===== src/rtl/pipe_ctrl_unit.sv =====
// Pipelined MIPS control unit: ID decode, ID/EX -> EX/MEM -> MEM/WB control registers,
// load-use stall, flush bubbling, syscall drain/halt sequencing and a retirement counter.
module pipe_ctrl_unit #(
    parameter int HALT_ON_SYSCALL = 1,
    parameter int CNT_W           = 32,
    parameter int DRAIN_CYCLES    = 3
) (
    input  logic             clk,
    input  logic             rst,
    input  logic             id_valid,
    input  logic [5:0]       op,
    input  logic [5:0]       func,
    input  logic [4:0]       rs,
    input  logic [4:0]       rt,
    input  logic [4:0]       rd,
    input  logic             flush,
    input  logic             resume,
    output logic             stall_if,
    output logic [3:0]       ex_alu_op,
    output logic             ex_alu_src_b,
    output logic             ex_shamt_sel,
    output logic             ex_signed_ext,
    output logic             ex_beq,
    output logic             ex_bne,
    output logic             ex_blez,
    output logic             ex_jmp,
    output logic             ex_jr,
    output logic [4:0]       ex_dst,
    output logic             mem_write,
    output logic [1:0]       mem_ram_sel,
    output logic             wb_reg_write,
    output logic             wb_mem_to_reg,
    output logic             wb_jal,
    output logic [4:0]       wb_dst,
    output logic             wb_syscall,
    output logic             halted,
    output logic [CNT_W-1:0] retired_cnt
);

    localparam logic [5:0] OP_RTYPE = 6'h00;
    localparam logic [5:0] OP_J     = 6'h02;
    localparam logic [5:0] OP_JAL   = 6'h03;
    localparam logic [5:0] OP_BEQ   = 6'h04;
    localparam logic [5:0] OP_BNE   = 6'h05;
    localparam logic [5:0] OP_BLEZ  = 6'h06;
    localparam logic [5:0] OP_ADDI  = 6'h08;
    localparam logic [5:0] OP_ADDIU = 6'h09;
    localparam logic [5:0] OP_SLTI  = 6'h0A;
    localparam logic [5:0] OP_ANDI  = 6'h0C;
    localparam logic [5:0] OP_ORI   = 6'h0D;
    localparam logic [5:0] OP_LW    = 6'h23;
    localparam logic [5:0] OP_LBU   = 6'h24;
    localparam logic [5:0] OP_SW    = 6'h2B;

    localparam logic [5:0] FN_SLL     = 6'h00;
    localparam logic [5:0] FN_SRL     = 6'h02;
    localparam logic [5:0] FN_SRA     = 6'h03;
    localparam logic [5:0] FN_SRLV    = 6'h06;
    localparam logic [5:0] FN_JR      = 6'h08;
    localparam logic [5:0] FN_SYSCALL = 6'h0C;
    localparam logic [5:0] FN_ADD     = 6'h20;
    localparam logic [5:0] FN_ADDU    = 6'h21;
    localparam logic [5:0] FN_SUB     = 6'h22;
    localparam logic [5:0] FN_AND     = 6'h24;
    localparam logic [5:0] FN_OR      = 6'h25;
    localparam logic [5:0] FN_XOR     = 6'h26;
    localparam logic [5:0] FN_NOR     = 6'h27;
    localparam logic [5:0] FN_SLT     = 6'h2A;
    localparam logic [5:0] FN_SLTU    = 6'h2B;

    localparam logic [3:0] ALU_SLL  = 4'b0000;
    localparam logic [3:0] ALU_SRA  = 4'b0001;
    localparam logic [3:0] ALU_SRL  = 4'b0010;
    localparam logic [3:0] ALU_ADD  = 4'b0101;
    localparam logic [3:0] ALU_SUB  = 4'b0110;
    localparam logic [3:0] ALU_AND  = 4'b0111;
    localparam logic [3:0] ALU_OR   = 4'b1000;
    localparam logic [3:0] ALU_XOR  = 4'b1001;
    localparam logic [3:0] ALU_NOR  = 4'b1010;
    localparam logic [3:0] ALU_SLT  = 4'b1011;
    localparam logic [3:0] ALU_SLTU = 4'b1100;

    localparam logic [1:0] RAM_WORD = 2'b00;
    localparam logic [1:0] RAM_BYTE = 2'b10;

    localparam logic [1:0] ST_RUN   = 2'd0;
    localparam logic [1:0] ST_DRAIN = 2'd1;
    localparam logic [1:0] ST_HALT  = 2'd2;

    localparam int             DW         = (DRAIN_CYCLES > 2) ? $clog2(DRAIN_CYCLES) : 1;
    localparam logic [DW-1:0]  DRAIN_LOAD = DW'(DRAIN_CYCLES - 1);
    localparam bit             HALT_EN    = (HALT_ON_SYSCALL != 0);

    typedef struct packed {
        logic       valid;
        logic [3:0] alu_op;
        logic       alu_src_b;
        logic       shamt_sel;
        logic       signed_ext;
        logic       beq;
        logic       bne;
        logic       blez;
        logic       jmp;
        logic       jr;
        logic [4:0] dst;
        logic       mem_write;
        logic [1:0] ram_sel;
        logic       reg_write;
        logic       mem_to_reg;
        logic       jal;
        logic       syscall;
    } id_ex_t;

    typedef struct packed {
        logic       valid;
        logic [4:0] dst;
        logic       mem_write;
        logic [1:0] ram_sel;
        logic       reg_write;
        logic       mem_to_reg;
        logic       jal;
        logic       syscall;
    } ex_mem_t;

    typedef struct packed {
        logic       valid;
        logic [4:0] dst;
        logic       reg_write;
        logic       mem_to_reg;
        logic       jal;
        logic       syscall;
    } mem_wb_t;

    id_ex_t         dec;
    id_ex_t         id_ex;
    ex_mem_t        ex_mem, ex_mem_d;
    mem_wb_t        mem_wb, mem_wb_d;
    logic           r_alu;
    logic           uses_rt;
    logic           load_use;
    logic           in_run;
    logic           issue;
    logic [1:0]     state;
    logic [DW-1:0]  drain_cnt;

    // ID decode; dst defaults to rt and is overridden for R-type ALU ops and JAL
    always_comb begin
        dec       = '0;
        dec.valid = 1'b1;
        r_alu     = 1'b0;
        case (op)
            OP_RTYPE: begin
                case (func)
                    FN_SLL:     begin dec.alu_op = ALU_SLL;  r_alu = 1'b1; end
                    FN_SRL:     begin dec.alu_op = ALU_SRL;  r_alu = 1'b1; end
                    FN_SRA:     begin dec.alu_op = ALU_SRA;  r_alu = 1'b1; end
                    FN_SRLV:    begin dec.alu_op = ALU_SRL;  r_alu = 1'b1; dec.shamt_sel = 1'b1; end
                    FN_ADD:     begin dec.alu_op = ALU_ADD;  r_alu = 1'b1; end
                    FN_ADDU:    begin dec.alu_op = ALU_ADD;  r_alu = 1'b1; end
                    FN_SUB:     begin dec.alu_op = ALU_SUB;  r_alu = 1'b1; end
                    FN_AND:     begin dec.alu_op = ALU_AND;  r_alu = 1'b1; end
                    FN_OR:      begin dec.alu_op = ALU_OR;   r_alu = 1'b1; end
                    FN_XOR:     begin dec.alu_op = ALU_XOR;  r_alu = 1'b1; end
                    FN_NOR:     begin dec.alu_op = ALU_NOR;  r_alu = 1'b1; end
                    FN_SLT:     begin dec.alu_op = ALU_SLT;  r_alu = 1'b1; end
                    FN_SLTU:    begin dec.alu_op = ALU_SLTU; r_alu = 1'b1; end
                    FN_JR:      dec.jr = 1'b1;
                    FN_SYSCALL: dec.syscall = 1'b1;
                    default:    ;
                endcase
            end
            OP_J:   dec.jmp = 1'b1;
            OP_JAL: begin
                dec.jmp       = 1'b1;
                dec.jal       = 1'b1;
                dec.reg_write = 1'b1;
            end
            OP_BEQ: begin
                dec.beq        = 1'b1;
                dec.signed_ext = 1'b1;
            end
            OP_BNE: begin
                dec.bne        = 1'b1;
                dec.signed_ext = 1'b1;
            end
            OP_BLEZ: begin
                if (rt == 5'd0) begin
                    dec.blez   = 1'b1;
                    dec.alu_op = ALU_SLT;
                end
            end
            OP_ADDI, OP_ADDIU, OP_SLTI, OP_ANDI, OP_ORI: begin
                dec.alu_src_b  = 1'b1;
                dec.reg_write  = 1'b1;
                dec.signed_ext = (op == OP_ADDI) || (op == OP_SLTI);
                case (op)
                    OP_SLTI: dec.alu_op = ALU_SLT;
                    OP_ANDI: dec.alu_op = ALU_AND;
                    OP_ORI:  dec.alu_op = ALU_OR;
                    default: dec.alu_op = ALU_ADD;
                endcase
            end
            OP_LW, OP_LBU: begin
                dec.alu_op     = ALU_ADD;
                dec.alu_src_b  = 1'b1;
                dec.signed_ext = 1'b1;
                dec.reg_write  = 1'b1;
                dec.mem_to_reg = 1'b1;
                dec.ram_sel    = (op == OP_LBU) ? RAM_BYTE : RAM_WORD;
            end
            OP_SW: begin
                dec.alu_op     = ALU_ADD;
                dec.alu_src_b  = 1'b1;
                dec.signed_ext = 1'b1;
                dec.mem_write  = 1'b1;
            end
            default: ;
        endcase
        dec.reg_write = dec.reg_write | r_alu;
        if (r_alu)
            dec.dst = rd;
        else if (dec.jal)
            dec.dst = 5'd31;
        else
            dec.dst = rt;
    end

    // A load in EX blocks a dependent consumer in ID; rt is only a source for these formats
    always_comb begin
        uses_rt  = (op == OP_RTYPE) || (op == OP_BEQ) || (op == OP_BNE) || (op == OP_SW);
        load_use = id_valid && id_ex.valid && id_ex.mem_to_reg && (id_ex.dst != 5'd0) &&
                   ((id_ex.dst == rs) || (uses_rt && (id_ex.dst == rt)));
        in_run   = (state == ST_RUN);
        issue    = in_run && id_valid && !flush && !load_use;
        stall_if = !in_run || (!flush && load_use);
    end

    always_comb begin
        ex_mem_d            = '0;
        ex_mem_d.valid      = id_ex.valid;
        ex_mem_d.dst        = id_ex.dst;
        ex_mem_d.mem_write  = id_ex.mem_write;
        ex_mem_d.ram_sel    = id_ex.ram_sel;
        ex_mem_d.reg_write  = id_ex.reg_write;
        ex_mem_d.mem_to_reg = id_ex.mem_to_reg;
        ex_mem_d.jal        = id_ex.jal;
        ex_mem_d.syscall    = id_ex.syscall;

        mem_wb_d            = '0;
        mem_wb_d.valid      = ex_mem.valid;
        mem_wb_d.dst        = ex_mem.dst;
        mem_wb_d.reg_write  = ex_mem.reg_write;
        mem_wb_d.mem_to_reg = ex_mem.mem_to_reg;
        mem_wb_d.jal        = ex_mem.jal;
        mem_wb_d.syscall    = ex_mem.syscall;
    end

    always_ff @(posedge clk) begin
        if (rst) begin
            id_ex  <= '0;
            ex_mem <= '0;
            mem_wb <= '0;
        end else begin
            id_ex  <= issue ? dec : '0;
            ex_mem <= ex_mem_d;
            mem_wb <= mem_wb_d;
        end
    end

    // The drain counter tracks the syscall's trip to WB; it reads 0 in the cycle it retires
    always_ff @(posedge clk) begin
        if (rst) begin
            state     <= ST_RUN;
            drain_cnt <= '0;
        end else begin
            case (state)
                ST_RUN: begin
                    if (HALT_EN && issue && dec.syscall) begin
                        state     <= ST_DRAIN;
                        drain_cnt <= DRAIN_LOAD;
                    end
                end
                ST_DRAIN: begin
                    if (drain_cnt == '0)
                        state <= ST_HALT;
                    else
                        drain_cnt <= drain_cnt - 1'b1;
                end
                ST_HALT: begin
                    if (resume)
                        state <= ST_RUN;
                end
                default: state <= ST_RUN;
            endcase
        end
    end

    always_ff @(posedge clk) begin
        if (rst)
            retired_cnt <= '0;
        else if (mem_wb.valid && (state != ST_HALT))
            retired_cnt <= retired_cnt + 1'b1;
    end

    assign halted        = (state == ST_HALT);
    assign ex_alu_op     = id_ex.alu_op;
    assign ex_alu_src_b  = id_ex.alu_src_b;
    assign ex_shamt_sel  = id_ex.shamt_sel;
    assign ex_signed_ext = id_ex.signed_ext;
    assign ex_beq        = id_ex.beq;
    assign ex_bne        = id_ex.bne;
    assign ex_blez       = id_ex.blez;
    assign ex_jmp        = id_ex.jmp;
    assign ex_jr         = id_ex.jr;
    assign ex_dst        = id_ex.dst;
    assign mem_write     = ex_mem.mem_write;
    assign mem_ram_sel   = ex_mem.ram_sel;
    assign wb_reg_write  = mem_wb.reg_write;
    assign wb_mem_to_reg = mem_wb.mem_to_reg;
    assign wb_jal        = mem_wb.jal;
    assign wb_dst        = mem_wb.dst;
    assign wb_syscall    = mem_wb.syscall;

endmodule


===== config.mk =====
export PLATFORM = sky130hd
export DESIGN_NAME = pipe_ctrl_unit
export DESIGN_NICKNAME = d
export VERILOG_FILES = /design/src/rtl/pipe_ctrl_unit.sv
export SDC_FILE = /design/constraint.sdc
export NUM_CORES = 1
export LEC_CHECK = 0
export CORE_UTILIZATION = 49
export DETAILED_ROUTE_END_ITERATION = 12
export GPL_TIMING_DRIVEN = 0
export PLACE_DENSITY_LB_ADDON = 0.08
export SKIP_CTS_REPAIR_TIMING = 1
export SYNTH_ARGS = -nofsm -noshare
export SYNTH_HDL_FRONTEND = slang
export SYNTH_SLANG_ARGS = --single-unit

===== constraint.sdc =====
create_clock -name clk -period 2.8 [get_ports clk]
set_input_delay 0.56 -clock clk [delete_from_list [all_inputs] [get_ports clk]]
set_output_delay 0.56 -clock clk [all_outputs]
set_load 0.005 [all_outputs]

==> metrics.csv, run 1 <==
stage,metric,value,unit
status,outcome,"finished, final reports clean",
global_routing,antenna_found_initial,0,
sta,max_slew_margin,55.8,%
synthesis,syn-instance-count,446,
detailed_routing,via_per_inst,5.36,
worst_setup_path,crit_type,in -> out,
layout,final_cell_mix,"clkdlybuf4s50_1 (87), dfxtp_1 (82), nor2_1 (48)",
power,p_per_area,438,nW/um2
sta,worst_pin_slew,0.658,ns
clock_network,root_buffer,clkbuf_8,
clock_network,clock_latency,0.35,ns
die,die_area,8100,um2
place,io_buffers,90,
detailed_routing,wl_per_cell,13.9,um
synthesis,synth-seq-cells,82,
global_routing,grt_pass1_wl,15.2,mm
global_routing,grt_max_degree,15,
worst_setup_path,ff2ff_setup_slack,0.53,ns
detailed_routing,ant_nets,0,
clock_network,clock-sinks,82,
detailed_routing,routed_wl,9.11,mm
layout,top_register,retired_cnt,
power,peakVddDrop,0.278,mV
die,start_util,51.5,%
synthesis,syn_avg_cell_area,8.51,um2
clock_network,cts_buffers,9,
worst_setup_path,critPathRequiredTime,2.24,ns
sta,setup_viol,0,
place,dp_cells,635,
clock_network,clkTransAtPathRegs,0.08,ns
detailed_routing,wl_met3,386,um
power,power.leakage,1.74,nW
global_routing,first_global_vias,3164,
layout,diodes,0,
min_path,min_to,ex_mem[1]$_SDFF_PP0_,
synthesis,netlist_area,3790,um2
sta,skew,0.0123,ns
worst_setup_path,critPathBufInv,2,
detailed_routing,num_vias,3501,
global_routing,grt.total_usage,22.9,%
worst_setup_path,crit_slowest_cell,clkdlybuf4s50_1,
die,core_region_area,7370,um2
place,gp_congestion,0.876,
layout,fin_cells,653,
die,die_h,90.0,um
layout,largest_reg_flops,32,
sta,drv_slew,0,
synthesis,ys.flop_type,dfxtp_1,
synthesis,ys_seq_area_share,43.3,%
worst_setup_path,crit_fanout,6,
place,post-place-ws,-0.431,ns
detailed_routing,drtPass1Iterations,7,
synthesis,synthArstFlopShare,0,%
sta,fin_hold_ws,0.439,ns
synthesis,synth.distinct_cells,53,
sta,clock.fmax,0.365,GHz
layout,syn_to_final_growth,34.0,%
worst_setup_path,cp.arrival,2.18,ns
layout,layout-drive-gt1-share,8.66,%
worst_setup_path,cp-end-kind,output pin,
worst_setup_path,r2r-end,retired_cnt[31]$_SDFFE_PP0P_,
synthesis,synthesis.nets,480,
detailed_routing,first_iter_violations,157,
clock_network,cts_tree,done,
place,dp.final_hpwl,6.67,mm
die,rows,31,
die,io_pins,95,
clock_network,htreeDepth,3,
worst_setup_path,r2r-start,retired_cnt[14]$_SDFFE_PP0P_,
worst_setup_path,path_delay_family,buffers and inverters,
layout,nNetsFinal,583,
clock_network,clockBufferDepth,2,
flow_run,drv_cap,0,
power,finalPower,2.23,mW
synthesis,ys_warn_count,0,
sta,fin_crit_sh,97.9,%
min_path,whs_path_depth,1,
global_routing,gr-total-overflow,0,
sta,timing.final.ws_setup,0.0585,ns
worst_setup_path,max_stage_delay,0.54,ns
detailed_routing,wl_met1,4.33,mm
worst_setup_path,start_kind,input pin,
layout,layout_commonest_cell,clkdlybuf4s50_1,
die,die_w,90.0,um
synthesis,synth_edf_count,0,
sta,hold_violations,0,
min_path,hp-start,ex_mem_d[1]$_SDFF_PP0_,
sta,fin_crit,2.74,ns
detailed_routing,routed.top_layer,met4,
layout,final_core_utilization,69.0,%
detailed_routing,dr_wl_met2,4.22,mm
detailed_routing,drc,0,
worst_setup_path,crit_chain,clkdlybuf4s50_1 > nand3b_1 > nor2_1 > o2111ai_2 > a21oi_2 > or3_1 > clkbuf_2,
min_path,hp-class,reg -> reg,
worst_setup_path,rr_worst_depth,6,
cells in the mapped netlist, drive strengths merged, types with 2 or more instances:
| cell type | instances | area share [%] |
|---|---|---|
| a21oi | 22 | 2.9 |
| nand3 | 15 | 2.0 |
| nand2 | 19 | 1.9 |
| nor2 | 48 | 4.7 |
| o31ai | 4 | 0.79 |
| or3 | 7 | 1.2 |
| mux2 | 2 | 0.59 |
| nand4b | 2 | 0.46 |
| nand4 | 8 | 1.3 |
| a211oi | 8 | 1.6 |
| o2111ai | 2 | 0.46 |
| nor2b | 29 | 4.8 |
| buf | 14 | 2.6 |
| and3b | 3 | 0.69 |
| inv | 17 | 1.7 |
| ha | 2 | 0.66 |
| a21o | 2 | 0.40 |
| or4b | 2 | 0.53 |
| and2 | 3 | 0.49 |
| maj3 | 2 | 0.53 |
| o22ai | 2 | 0.33 |
| or2 | 4 | 0.66 |
| o21ai | 14 | 1.8 |
| xor2 | 12 | 2.8 |
| and4 | 4 | 0.92 |
| nor3 | 17 | 2.2 |
| a2111oi | 3 | 0.69 |
| nor4b | 3 | 0.69 |
| dfxtp | 82 | 43 |
| or4 | 4 | 0.79 |
| clkbuf | 25 | 2.5 |
| xnor2 | 23 | 5.3 |
| nand3b | 4 | 0.79 |
| nand2b | 6 | 1.2 |
| nor4 | 20 | 3.3 |
per-layer routing:
| metal | vias up | track usage, % |
|---|---|---|
| met5 | - | 0 |
| li1 | 1752 | - |
| met3 | 16 | 4.06 |
| met1 | 1634 | 31.9 |
| met2 | 99 | 35.2 |
| met4 | 0 | 9.27 |
layout make-up:
cell class | count | area (um2)
Buffer | 39 | 193
Tap cell | 99 | 124
Sequential cell | 82 | 1640
Multi-Input combinational cell | 308 | 1940
Clock buffer | 10 | 138
Timing Repair Buffer | 92 | 916
Clock inverter | 6 | 66.3
Fill cell | 621 | 2290
Inverter | 17 | 63.8
through the flow:
step,cell area (um2),setup TNS [ns]
2_1_floorplan,3790,0
3_3_place_gp,4820,-0.716
3_5_place_dp,4820,-0.645
4_1_cts,5020,-0.458
5_1_grt,5080,-0.0650
6_report,5080,0
how the worst max path moves through the flow:
stage                                              end  slack [ns]  cells after the start                  start
after global placement                        stall_if       -0.39                      7                  rs[4]
after global routing                          stall_if       -0.07                      7                  rt[0]
final                                         stall_if        0.06                      7                  op[1]
after CTS                                     stall_if       -0.46                      7                  rs[4]
after floorplan           retired_cnt[29]$_SDFFE_PP0P_        0.73                      7  state[0]$_SDFFE_PP0P_
after detailed placement                      stall_if       -0.43                      7                  rs[4]
cell families (layout without fill, tap and decap cells):
group	after synthesis	after routing	synth area share, %
flip-flops	82	82	43.3
other	1	1	0.0988
XOR/XNOR	35	35	8.08
adder cells (fa/ha/maj)	4	4	1.19
buffers and inverters	56	164	6.76
AO/OA/AOI/OAI	65	65	10.8
multiplexers	2	2	0.594
AND/OR/NAND/NOR	201	201	29.2
power by group:
part / switching [mW] / internal [mW] / total (mW)
sequential: 0.00517 / 1.17 / 1.18
combinational: 0.102 / 0.0877 / 0.190
clock: 0.422 / 0.438 / 0.860
Power figures use the tool's default switching activity.
==> run 2: changes to the inputs <==
--- a/config.mk
+++ b/config.mk
@@ -8,6 +8,7 @@
 export CORE_UTILIZATION = 49
 export DETAILED_ROUTE_END_ITERATION = 12
 export GPL_TIMING_DRIVEN = 0
+export HOLD_SLACK_MARGIN = 0.03
 export PLACE_DENSITY_LB_ADDON = 0.08
 export SKIP_CTS_REPAIR_TIMING = 1
 export SYNTH_ARGS = -nofsm -noshare
==> results of run 2 <==
Same layout as run 1: the final DEF is identical, and so are final timing and power.
